**src/rtl/axi4s_pattern_gen_pkg.sv**
```systemverilog
// Shared types and constants for the AXI4-Stream pattern generator and its
// next-value function.
package axi4s_pattern_gen_pkg;

    typedef enum logic [1:0] {
        MODE_INCR  = 2'd0,
        MODE_LFSR  = 2'd1,
        MODE_WALK1 = 2'd2,
        MODE_CONST = 2'd3
    } mode_e;

    typedef enum logic [1:0] {
        ST_IDLE   = 2'd0,
        ST_ACTIVE = 2'd1,
        ST_FINISH = 2'd2
    } state_e;

    localparam logic [31:0] LFSR_POLY_DEFAULT = 32'h8020_0003;

    // A zero register is a fixed point for LFSR and WALK1, so those modes
    // must never start from zero.
    function automatic logic needs_nonzero_seed(input mode_e m);
        return (m == MODE_LFSR) || (m == MODE_WALK1);
    endfunction

endpackage

```
**src/rtl/axi4s_pattern_next.sv**
```systemverilog
// Combinational next-value function for the pattern generator; also used by
// the matching stream checker so both sides agree on the sequence.
module axi4s_pattern_next
    import axi4s_pattern_gen_pkg::*;
#(
    parameter int          DATA_W    = 32,
    parameter int          INC       = 1,
    parameter logic [31:0] LFSR_POLY = LFSR_POLY_DEFAULT
) (
    input  mode_e             mode_i,
    input  logic [DATA_W-1:0] d_i,
    output logic [DATA_W-1:0] nxt_o
);

    // Only the low DATA_W bits of the tap mask apply; zero-extend for wide buses.
    localparam logic [63:0]       POLY_EXT = {32'd0, LFSR_POLY};
    localparam logic [DATA_W-1:0] POLY_V   = POLY_EXT[DATA_W-1:0];
    localparam logic [DATA_W-1:0] INC_V    = DATA_W'(INC);

    always_comb begin
        nxt_o = d_i;
        case (mode_i)
            MODE_INCR:  nxt_o = d_i + INC_V;
            MODE_LFSR:  nxt_o = d_i[0] ? ((d_i >> 1) ^ POLY_V) : (d_i >> 1);
            MODE_WALK1: nxt_o = {d_i[DATA_W-2:0], d_i[DATA_W-1]};
            default:    nxt_o = d_i;
        endcase
    end

endmodule

```
**src/rtl/axi4s_pattern_gen.sv**
```systemverilog
// AXI4-Stream packetised test-pattern source with packet counter.
// Optional one-shot TDATA[0] error injection: define AXI4S_PATTERN_GEN_ERR_INJ_EN.
module axi4s_pattern_gen
    import axi4s_pattern_gen_pkg::*;
#(
    parameter int          DATA_W    = 32,
    parameter int          PKT_LEN_W = 16,
    parameter int          INC       = 1,
    parameter logic [31:0] LFSR_POLY = LFSR_POLY_DEFAULT
) (
    input  logic                 ACLK,
    input  logic                 RSTN,
    input  logic                 en,
    input  logic [1:0]           mode,
    input  logic [DATA_W-1:0]    seed,
    input  logic [PKT_LEN_W-1:0] pkt_len,
`ifdef AXI4S_PATTERN_GEN_ERR_INJ_EN
    input  logic                 err_inj,
`endif
    output logic [DATA_W-1:0]    TDATA,
    output logic                 TVALID,
    input  logic                 TREADY,
    output logic                 TLAST,
    output logic [31:0]          pkt_cnt,
    output logic                 busy
);

    state_e                 state_q;
    mode_e                  mode_q;
    logic [DATA_W-1:0]      data_q;
    logic [DATA_W-1:0]      tdata_q;
    logic [PKT_LEN_W-1:0]   beat_q;
    logic [PKT_LEN_W-1:0]   len_m1_q;
    logic                   tvalid_q;
    logic                   tlast_q;
    logic [31:0]            pkt_cnt_q;
    logic                   busy_q;

    mode_e                  mode_in;
    logic [PKT_LEN_W-1:0]   len_m1_d;
    logic [PKT_LEN_W-1:0]   beat_inc_d;
    logic [DATA_W-1:0]      seed_d;
    logic [DATA_W-1:0]      nxt_d;
    logic [DATA_W-1:0]      flip_vec;
    logic                   flip_d;
    logic                   hs;
    logic                   last_hs;

    assign mode_in    = mode_e'(mode);
    assign len_m1_d   = (pkt_len == '0) ? '0 : pkt_len - PKT_LEN_W'(1);
    assign beat_inc_d = beat_q + PKT_LEN_W'(1);
    assign seed_d     = (needs_nonzero_seed(mode_in) && (seed == '0)) ? DATA_W'(1) : seed;
    assign hs         = tvalid_q & TREADY;
    assign last_hs    = hs & tlast_q;

    axi4s_pattern_next #(
        .DATA_W    (DATA_W),
        .INC       (INC),
        .LFSR_POLY (LFSR_POLY)
    ) u_next (
        .mode_i (mode_q),
        .d_i    (data_q),
        .nxt_o  (nxt_d)
    );

`ifdef AXI4S_PATTERN_GEN_ERR_INJ_EN
    // arm_q: an injection is pending; flip_q: the beat now on the bus is the
    // corrupted one. A pulse on a load edge corrupts the beat being loaded,
    // never the one already presented, so TDATA stays stable under stall.
    logic arm_q;
    logic flip_q;
    logic clear_arm;
    logic load;

    assign clear_arm = hs & flip_q;
    assign flip_d    = arm_q ? ~clear_arm : err_inj;
    assign load      = hs | ((state_q == ST_IDLE) & en);

    always_ff @(posedge ACLK or negedge RSTN) begin
        if (!RSTN) begin
            arm_q  <= 1'b0;
            flip_q <= 1'b0;
        end else begin
            arm_q <= flip_d;
            if (load) begin
                flip_q <= flip_d;
            end
        end
    end
`else
    assign flip_d = 1'b0;
`endif

    assign flip_vec = {{(DATA_W-1){1'b0}}, flip_d};

    always_ff @(posedge ACLK or negedge RSTN) begin
        if (!RSTN) begin
            state_q   <= ST_IDLE;
            mode_q    <= MODE_INCR;
            data_q    <= '0;
            tdata_q   <= '0;
            beat_q    <= '0;
            len_m1_q  <= '0;
            tvalid_q  <= 1'b0;
            tlast_q   <= 1'b0;
            pkt_cnt_q <= '0;
            busy_q    <= 1'b0;
        end else begin
            case (state_q)
                ST_IDLE: begin
                    if (en) begin
                        state_q  <= ST_ACTIVE;
                        mode_q   <= mode_in;
                        data_q   <= seed_d;
                        tdata_q  <= seed_d ^ flip_vec;
                        beat_q   <= '0;
                        len_m1_q <= len_m1_d;
                        tvalid_q <= 1'b1;
                        tlast_q  <= (len_m1_d == '0);
                        busy_q   <= 1'b1;
                    end
                end
                default: begin
                    // ACTIVE and FINISH share the beat datapath; only the
                    // decision at the packet boundary differs.
                    if (hs) begin
                        data_q  <= nxt_d;
                        tdata_q <= nxt_d ^ flip_vec;
                    end
                    if (last_hs) begin
                        pkt_cnt_q <= pkt_cnt_q + 32'd1;
                        beat_q    <= '0;
                        if ((state_q == ST_ACTIVE) && en) begin
                            mode_q   <= mode_in;
                            len_m1_q <= len_m1_d;
                            tlast_q  <= (len_m1_d == '0);
                        end else begin
                            state_q  <= ST_IDLE;
                            tvalid_q <= 1'b0;
                            tlast_q  <= 1'b0;
                            busy_q   <= 1'b0;
                        end
                    end else begin
                        if (hs) begin
                            beat_q  <= beat_inc_d;
                            tlast_q <= (beat_inc_d == len_m1_q);
                        end
                        if (!en) begin
                            state_q <= ST_FINISH;
                        end
                    end
                end
            endcase
        end
    end

    assign TDATA   = tdata_q;
    assign TVALID  = tvalid_q;
    assign TLAST   = tlast_q;
    assign pkt_cnt = pkt_cnt_q;
    assign busy    = busy_q;

endmodule

```
**config.mk**
```make
export PLATFORM = sky130hd
export DESIGN_NAME = axi4s_pattern_gen
export DESIGN_NICKNAME = d
export VERILOG_FILES = /design/src/rtl/axi4s_pattern_gen_pkg.sv /design/src/rtl/axi4s_pattern_next.sv /design/src/rtl/axi4s_pattern_gen.sv
export SDC_FILE = /design/constraint.sdc
export NUM_CORES = 1
export LEC_CHECK = 0
export CORE_ASPECT_RATIO = 1.75
export CORE_MARGIN = 2
export CORE_UTILIZATION = 25
export CTS_BUF_LIST = sky130_fd_sc_hd__clkbuf_4 sky130_fd_sc_hd__clkbuf_8
export DETAILED_ROUTE_END_ITERATION = 8
export GPL_TIMING_DRIVEN = 0
export PLACE_DENSITY_LB_ADDON = 0.25
export SETUP_SLACK_MARGIN = 0.5
export SLEW_MARGIN = 20
export SYNTH_ARGS = -nofsm -noshare
export SYNTH_HDL_FRONTEND = slang
export SYNTH_SLANG_ARGS = --single-unit
```
**constraint.sdc**
```tcl
create_clock -name ACLK -period 2.7 [get_ports ACLK]
set_input_delay 0.81 -clock ACLK [delete_from_list [all_inputs] [get_ports ACLK]]
set_output_delay 0.81 -clock ACLK [all_outputs]
set_load 0.02 [all_outputs]
```
# [Word level (Yosys, flattened, before mapping)]
# Cells that the tools add are included.
# Widths: inputs -> output; s select.
[word_totals] input_bits=54 word_cells=78 output_inout_bits=67 regBits=102
[op_classes] muxes=33 n_bitwise=4 n_addsub=4 eq_ne=11 n_reduce_logical=18
[ops] cell="$mux 32" n=5
[ops] cell="$mux 16" n=9
[ops] cell="$pmux 32 s3" n=1
[ops] cell="$add 32x1->32 const B" n=2
[ops] cell="$logic_not 16->1" n=2
[ops] cell="$logic_not 32->1" n=1
[ops] cell="$mux 2" n=9
[ops] cell="$add 16x1->16 const B" n=1
[ops] cell="$eq 16x16->1" n=1
[ops] cell="$sub 16x1->16 const B" n=1
[ops] cell="$reduce_and 3->1" n=4
[ops] cell="$mux 1" n=9
[ops] cell="$eq 2x1->1 const B" n=3
[ops] cell="$reduce_bool 2->1" n=3
[ops] cell="$ne 5x1->1 const B" n=1
[ops] cell="$eq 2x2->1 const B" n=2
[ops] cell="$logic_not 2->1" n=2
[ops] cell="$not 3->4" n=1
[ops] cell="$reduce_and 2->1" n=2
[ops] cell="$ne 3x1->1 const B" n=1
[ops] cell="$ne 3x2->1 const B" n=1
[ops] cell="$reduce_bool 3->1" n=1
[ops] cell="$and 1x1->1" n=2
[ops] cell="$logic_and 1x1->1" n=2
[ops] cell="4 further kinds" n=4

# [Logic depth before layout (Yosys ltp)]
# Gate-level depths: netlist (run 1).
[logic_depth] depth_word=6 ltp_mapped=9 mapped_depth_nobuf=8

# [Hierarchy]
# A second synthesis (run 1) with hierarchy kept.
[hier_totals] cells_unflattened=777 area_unflattened_um2=7128.1
[modules_own_cells] mod="axi4s_pattern_gen" seq_area_each_um2=2552.4 cells_per_inst=568 area_per_inst_um2=5367.6 n_inst=1
[modules_own_cells] mod="axi4s_pattern_next" seq_area_each_um2=0.0 cells_per_inst=209 area_per_inst_um2=1760.4 n_inst=1

# [Worst setup path before layout (run 1)]
# Ideal clock, no wire load.
[synth_timing] path_type="input to register" from="input port pkt_len[8]" to="register tlast_q, in the netlist TLAST" n_path_buf=0 arrival_time_ns=2.328 t_required_ns=2.613 stages=6 setup_ns=0.087 setup_slack_ns=0.285 cell_sequence="or4_4 or3_4 nor3_2 mux2i_1 o2111ai_1 o211ai_1"
[synth_between] elab_chain_len=6 word_cells_on_any_way=8 classes_between="add/sub (1); mux (5); reduce/logical (2)"
[synth_lines] element="from (decl)" line="axi4s_pattern_gen.sv:16" text="input logic [PKT_LEN_W-1:0] pkt_len,"
[synth_lines] element="$sub 16x1->16 or $logic_not 16->1 (tied branches)" line="axi4s_pattern_gen.sv:50" text="assign len_m1_d = (pkt_len == '0) ? '0 : pkt_len - PKT_LEN_W'(1);"
[synth_lines] element="$mux 16 (*)" line="axi4s_pattern_gen.sv:50"
[synth_lines] element="$logic_not 16->1 (*)" line="axi4s_pattern_gen.sv:119, axi4s_pattern_gen.sv:136"
[synth_lines] element="$mux 1" line="axi4s_pattern_gen.sv:133" text="if ((state_q == ST_ACTIVE) && en) begin"
[synth_lines] element="$mux 1" line="axi4s_pattern_gen.sv:130" text="if (last_hs) begin"
[synth_lines] element="$mux 1 (*)" line="axi4s_pattern_gen.sv:109" text="case (state_q)"
[synth_lines] element="to (signal assigned)" line="axi4s_pattern_gen.sv:119" text="tlast_q <= (len_m1_d == '0);"
[synth_lines] element="to (signal assigned)" line="axi4s_pattern_gen.sv:136" text="tlast_q <= (len_m1_d == '0);"
[synth_lines] element="to (signal assigned)" line="axi4s_pattern_gen.sv:146" text="tlast_q <= (beat_inc_d == len_m1_q);"
[synth_lines] element="to (decl)" line="axi4s_pattern_gen.sv:35" text="logic tlast_q;"
# Every way passes the cells marked *; elsewhere a longest branch is shown, timed or not. The select of a mux whose other input is x is not followed.
# A chain may end at the register's enable or synchronous reset.

==> results of run 1 <==
==> worst max-delay path, stage by stage, from the launching register on <==
cell	delay, ps
dfrtp_1	430
buf_4	190
nand4_1	190
nor3_4	370
nand3_2	150
or3_1	410
o31a_1	250
o22ai_1	120
==> timing repair <==
item | CTS | global route
resized for setup | 214 | 108
setup endpoints to repair | 147 | 64
setup buffers | 17 | 5
pin swaps | 25 | 27
cloned | 1 | 0
==> metrics by stage <==
stage | setup WS, ps | setup TNS, ps | hold WS (ps) | utilization, % | total power (W)
after floorplan | 333.8 | 0 | 468.1 | - | 0.005436
after global placement | -3495 | -390260 | 466.5 | 31.56 | 0.007217
after detailed placement | -861.4 | -36240 | 471.4 | 31.66 | 0.007264
after CTS | 345.6 | 0 | 280.4 | 33.44 | 0.008361
after global routing | 462.1 | 0 | 309.8 | 34.47 | 0.009087
final | 506.1 | 0 | 305.2 | 34.47 | 0.008527
==> Yosys cell counts, drive strengths merged (18+ instances only) <==
library cell  instances  share of area, %
nor4                 18               1.8
xnor2                54               7.0
o21ai                53               3.9
clkbuf               39               2.2
dfrtp               102                38
a21oi                53               3.9
xor2                 24               3.1
nand3                42               3.2
nor2                 60               3.5
nand4                20               1.8
a22oi                23               2.5
and3                 20               1.8
nand2                89               4.9
==> power groups by stage <==
stage	clock (W)	combinational (W)	sequential [W]
final	0.000981	0.00501	0.00254
after global routing	0.00108	0.00541	0.00260
after CTS	0.00103	0.00479	0.00254
after detailed placement	0	0.00470	0.00256
after global placement	0	0.00466	0.00255
after floorplan	0	0.00278	0.00266
==> sequential cells by signal (all words and copies together) (netlist names) <==
register and count:
TDATA 32, pkt_cnt 32, beat_q 16, len_m1_q 16
mode_q 2, state_q 2, TLAST 1, busy 1
==> routing by layer <==
metal	track usage [%]	part of all wire (%)	vias up
met5	0	0	-
met3	2.317	4.5	82
met1	17.86	35	3340
met2	32.74	55	267
met4	11.17	5.6	0
li1	-	-	3249
==> cells by family (layout without fill, tap and decap cells) <==
| logic type | Yosys count | count (layout) | share of synthesized area (%) |
|---|---|---|---|
| AND/OR/NAND/NOR | 315 | 315 | 24.02 |
| AO/OA/AOI/OAI | 220 | 220 | 20.97 |
| adder cells (fa/ha/maj) | 7 | 7 | 1.293 |
| buffers and inverters | 67 | 224 | 4.065 |
| flip-flops | 102 | 102 | 37.69 |
| XOR/XNOR | 78 | 78 | 10.09 |
| multiplexers | 12 | 12 | 1.866 |
| other | 0 | 1 | 0 |
==> layout make-up <==
| cell class | count | share of cell area [%] |
|---|---|---|
| Tap cell | 324 | 4.423 |
| Timing Repair Buffer | 142 | 13.91 |
| Buffer | 54 | 3.358 |
| Clock buffer | 10 | 1.433 |
| Clock inverter | 5 | 0.4915 |
| Inverter | 13 | 0.5870 |
| Sequential cell | 102 | 28.07 |
| Antenna cell | 1 | 0.02730 |
| Multi-Input combinational cell | 632 | 47.70 |
==> worst min-delay path by stage <==
stage / slack [ps] / to
2_1_floorplan: 470 / len_m1_q[1]$_DFFE_PN0P_
3_3_place_gp: 470 / pkt_cnt[31]$_DFFE_PN0P_
6_report: 310 / pkt_cnt[12]$_DFFE_PN0P_
3_5_place_dp: 470 / pkt_cnt[31]$_DFFE_PN0P_
5_1_grt: 310 / pkt_cnt[29]$_DFFE_PN0P_
4_1_cts: 280 / pkt_cnt[28]$_DFFE_PN0P_
==> results.sh, run 1 <==
export IMPL_die_area_um2=28470
export IMPL_dr_pass1_iters=6
export IMPL_place_congestion=0.9147
export IMPL_grt_pass1_vias=6997
export IMPL_htreeDepth=3
export IMPL_rrSetupSlack_ps=510
export IMPL_cts_root_buf="clkbuf_8"
export IMPL_cts_num_sinks=102
export IMPL_tritoncts="done"
export IMPL_synth_yosys_warnings=0
export IMPL_cp_arrival_ps=2520
export IMPL_syn_inst=801
export IMPL_grt_first_pass_wirelength_um=38700
export IMPL_intPower_w=0.004293
export IMPL_dpl_hpwl_um=18560
export IMPL_die_x_um=128.4
export IMPL_r2r_end="TDATA[27]$_DFFE_PN0P_"
export IMPL_start_util_pct=25.47
export IMPL_endpoint_kind="flip-flop"
export IMPL_rr_worst_depth=7
export IMPL_power_leakage_nw=3.889
export IMPL_wire_per_inst_um=19.61
export IMPL_syn_area_um2=6771
export IMPL_hold_viol=0
export IMPL_post_place_cells=1244
export IMPL_skew_ps=18.85
export IMPL_final_cell_mix="dfrtp_1 (86), nand2_1 (86), dlygate4sd2_1 (82)"
export IMPL_syn_area_per_cell_um2=8.454
export IMPL_rows=79
export IMPL_drv_slew=0
export IMPL_ios=121
export IMPL_ys_flop_type="dfrtp_1"
export IMPL_relSlewSlack_pct=55.69
export IMPL_powerDensity_nw_per_um2=930.4
export IMPL_seq_area_frac_synth_pct=37.69
export IMPL_max_freq_mhz=455.8
export IMPL_antenna_found_initial=1
export IMPL_overflow=0
export IMPL_pwr_share_comb_pct=58.7
export IMPL_worstMarginPinSlew_ps=664.6
export IMPL_fillers=2798
export IMPL_portBuffers=118
export IMPL_startpoint="TDATA[0]$_DFFE_PN0P_"
export IMPL_vias_per_cell=5.408
export IMPL_place_area_um2=8419
export IMPL_period_minus_slack_ps=2194
export IMPL_worstSetupStartpointType="flip-flop"
export IMPL_numCtsBuffers=9
export IMPL_grt_max_degree=66
export IMPL_crit_type="flip-flop to flip-flop"
export IMPL_totalWireLength_um=25150
export IMPL_rsz0062_at_grt="yes"
export IMPL_syn_num_nets=862
export IMPL_finalCritPeriodShare_pct=81.26
export IMPL_regArea_um2=2572
export IMPL_coreArea_um2=26590
export IMPL_worstPathRequired_ps=3030
export IMPL_maxCapViolations=0
export IMPL_drive_above_1_share_pct=20.46
export IMPL_drt_iter0_drc=538
export IMPL_stdcell_count=1283
export IMPL_hold_class="primary input to asynchronous set/reset pin"
export IMPL_switching_share_pct=49.65
export IMPL_area_growth_synth_to_final_pct=35.35
export IMPL_endpoint="TDATA[27]$_DFFE_PN0P_"
export IMPL_setup_viol=0
export IMPL_num_vias=6938
export IMPL_p_seq_share_pct=29.8
export IMPL_postCtsHoldBufs=0
export IMPL_synth_cell_types=65
export IMPL_grt_use_total_pct=17.53
export IMPL_antenna_left=0
export IMPL_clk_pin_slew_ps=110
export IMPL_synth_edff_count=0
export IMPL_stdcell_area_um2=9165
export IMPL_drc_errors=0
export IMPL_async_reset_ff_share_pct=100.0
export IMPL_path_max_fanout=8
export IMPL_clkLatencyLatePin_ps=400
export IMPL_status="finished, final reports clean"
export IMPL_die_y_um=221.7
export IMPL_power_switching_w=0.004234
export IMPL_fin_nets=1015
export IMPL_multi_input_area_um2=4372
export IMPL_ys_ff_latch=102
export IMPL_timing_rr_start="TDATA[0]$_DFFE_PN0P_"
export IMPL_p_clk_share_pct=11.5
export IMPL_vdd_drop_max_uv=310.9
export IMPL_clk_path_buf_depth=2
Power figures use the tool's default switching activity.
==> inputs of run 2 (changes only) <==
==> constraint.sdc (replaced) <==
create_clock -name ACLK -period 1.9 [get_ports ACLK]
set_input_delay 0.57 -clock ACLK [delete_from_list [all_inputs] [get_ports ACLK]]
set_output_delay 0.57 -clock ACLK [all_outputs]
set_load 0.02 [all_outputs]
==> run 2 against run 1 <==
Net effect: the flow now finishes with violations (negative setup slack); wire length is 16% higher; sequential power up 35%; setup slack got worse by 650 ps; critical path depth is 3 higher; combinational power rose to 2.5 times the previous value; cell area rose by 35%; clock power rose by 54%; largest cell class unchanged.
==> results.sh, run 2 (same netlist as run 1, synthesis figures left out) <==
export IMPL_status="finished, violations left"
export IMPL_failed_checks="negative setup slack"
export IMPL_hold_class="primary input to asynchronous set/reset pin"
export IMPL_drv_slew=0
export IMPL_rrSetupSlack_ps=-110
export IMPL_worstMarginPinSlew_ps=423.8
export IMPL_final_common_cell="buf_6"
export IMPL_final_cell_mix="buf_6 (131), buf_4 (120), nand2_1 (75)"
export IMPL_drc_errors=0
export IMPL_area_growth_synth_to_final_pct=83.17
export IMPL_die_y_um=221.7
export IMPL_skew_ps=11.55
export IMPL_grt_use_total_pct=19.84
export IMPL_dr_pass1_iters=7
export IMPL_total_power_w=0.01767
export IMPL_relSlewSlack_pct=71.74
export IMPL_coreArea_um2=26590
export IMPL_power_leakage_nw=5.149
export IMPL_hold_viol=0
export IMPL_timing_rr_start="TDATA[7]$_DFFE_PN0P_"
export IMPL_clk_pin_slew_ps=100
export IMPL_cts_root_buf="clkbuf_8"
export IMPL_finalWorstSetupSlack_ps=-147.0
export IMPL_num_vias=7958
export IMPL_fin_nets=1184
export IMPL_setup_viol=31
export IMPL_htreeDepth=3
export IMPL_rr_worst_depth=8
export IMPL_worstPathRequired_ps=2210
export IMPL_clkLatencyLatePin_ps=400
export IMPL_vias_per_cell=5.477
export IMPL_wl_met1_um=9634
export IMPL_crit_type="primary input to flip-flop"
export IMPL_rows=79
export IMPL_routed_top_layer="met5"
export IMPL_rsz0062_at_grt="yes"
export IMPL_grt_first_pass_wirelength_um=43650
export IMPL_place_congestion=0.8886
export IMPL_wl_met3_um=1293
export IMPL_tritoncts="done"
export IMPL_timing_hold_ws_ps=45.85
export IMPL_cts_num_sinks=102
export IMPL_drt_iter0_drc=563
export IMPL_wl_met2_um=16550
export IMPL_period_minus_slack_ps=2047
export IMPL_totalWireLength_um=29300
export IMPL_drive_above_1_share_pct=54.88
export IMPL_worstSetupStartpointType="primary input"
export IMPL_die_x_um=128.4
export IMPL_cp_arrival_ps=2360
export IMPL_max_freq_mhz=488.5
export IMPL_vdd_drop_max_uv=626.1
export IMPL_path_max_fanout=5
export IMPL_clk_path_buf_depth=2
export IMPL_numCtsBuffers=9
export IMPL_overflow=0
export IMPL_start_util_pct=25.47
export IMPL_maxCapViolations=0
export IMPL_endpoint_kind="flip-flop"
export IMPL_finalCritPeriodShare_pct=107.7
export IMPL_dpl_hpwl_um=18730
export IMPL_wire_per_inst_um=20.17
export IMPL_portBuffers=118
export IMPL_grt_max_degree=76
export IMPL_die_area_um2=28470
export IMPL_powerDensity_nw_per_um2=1424
export IMPL_r2r_end="TDATA[27]$_DFFE_PN0P_"
export IMPL_antenna_found_initial=1
export IMPL_antenna_left=0
export IMPL_grt_pass1_vias=7839
export IMPL_ios=121
-- run 2: cell types whose count changed in the layout (fill, tap and decap cells not counted), sizes merged --
cell / change
inv: +1
clkdlybuf4s50: -4
bufinv: +1
buf: +256
clkbuf: -13
dlygate4sd2: -68
dlymetal6s2s: -3
-- run 2: stage by stage --
step	area [um^2]	setup slack [ps]	TNS [ps]	util (%)	cells
2_1_floorplan	7295	-226.2	-1030	-	801
3_3_place_gp	8881	-4497	-480750	33.40	1243
3_5_place_dp	8910	-1247	-58870	33.51	1244
4_1_cts	11370	-121.3	-310.9	42.76	1407
5_1_grt	12400	-297.9	-4373	46.64	1452
6_report	12400	-147.0	-1326	46.65	1453
-- run 2: critical path, cell delays in order --
cell and delay [ps]:
buf_8 80, inv_2 40, ha_4 140, clkbuf_8 120
or3_4 380, nor4_2 250, a211oi_1 80, nor4_2 380
o2111ai_1 190, o211ai_1 110
-- run 2: worst max path at each step --
stage	from	endpoint	depth (start not counted)
2_1_floorplan	pkt_len[8]	TLAST$_DFFE_PN0P_	6
3_3_place_gp	RSTN	busy$_DFFE_PN0P_	1
6_report	pkt_len[1]	TLAST$_DFFE_PN0P_	10
4_1_cts	pkt_len[7]	TLAST$_DFFE_PN0P_	7
3_5_place_dp	pkt_len[0]	TLAST$_DFFE_PN0P_	10
5_1_grt	busy$_DFFE_PN0P_	TLAST$_DFFE_PN0P_	9
-- run 2: power breakdown --
group | switching [W] | internal (W) | total [W]
Clock | 0.000887 | 0.000625 | 0.00151
Sequential | 0.000591 | 0.00284 | 0.00343
Combinational | 0.00648 | 0.00625 | 0.0127
Total | 0.00796 | 0.00971 | 0.0177
-- run 2: timing repair --
action / in CTS / in global routing
gates resized for setup: 740 / 209
hold buffers: 0 / 0
hold endpoints to repair: 0 / 0
endpoints found under the setup margin: 163 / 162
pin swaps: 130 / 83
setup buffers: 138 / 44
gates cloned: 9 / 1
-- run 2: layout make-up --
| class | count | area, um^2 |
|---|---|---|
| tap | 324 | 405.4 |
| inverter | 13 | 48.80 |
| clock inverter | 7 | 77.57 |
| fill | 2450 | 14190 |
| antenna | 1 | 2.502 |
| sequential | 102 | 2610 |
| clock buffer | 9 | 123.9 |
| buffer | 54 | 681.9 |
| timing repair buffer | 311 | 3123 |
| multi-input combinational | 632 | 5330 |
-- run 2: routing by layer --
| metal | track usage, % | vias to the layer above |
|---|---|---|
| li1 | - | 3602 |
| met1 | 19.20 | 3851 |
| met2 | 37.89 | 367 |
| met3 | 2.872 | 136 |
| met4 | 12.94 | 2 |
| met5 | 0 | - |
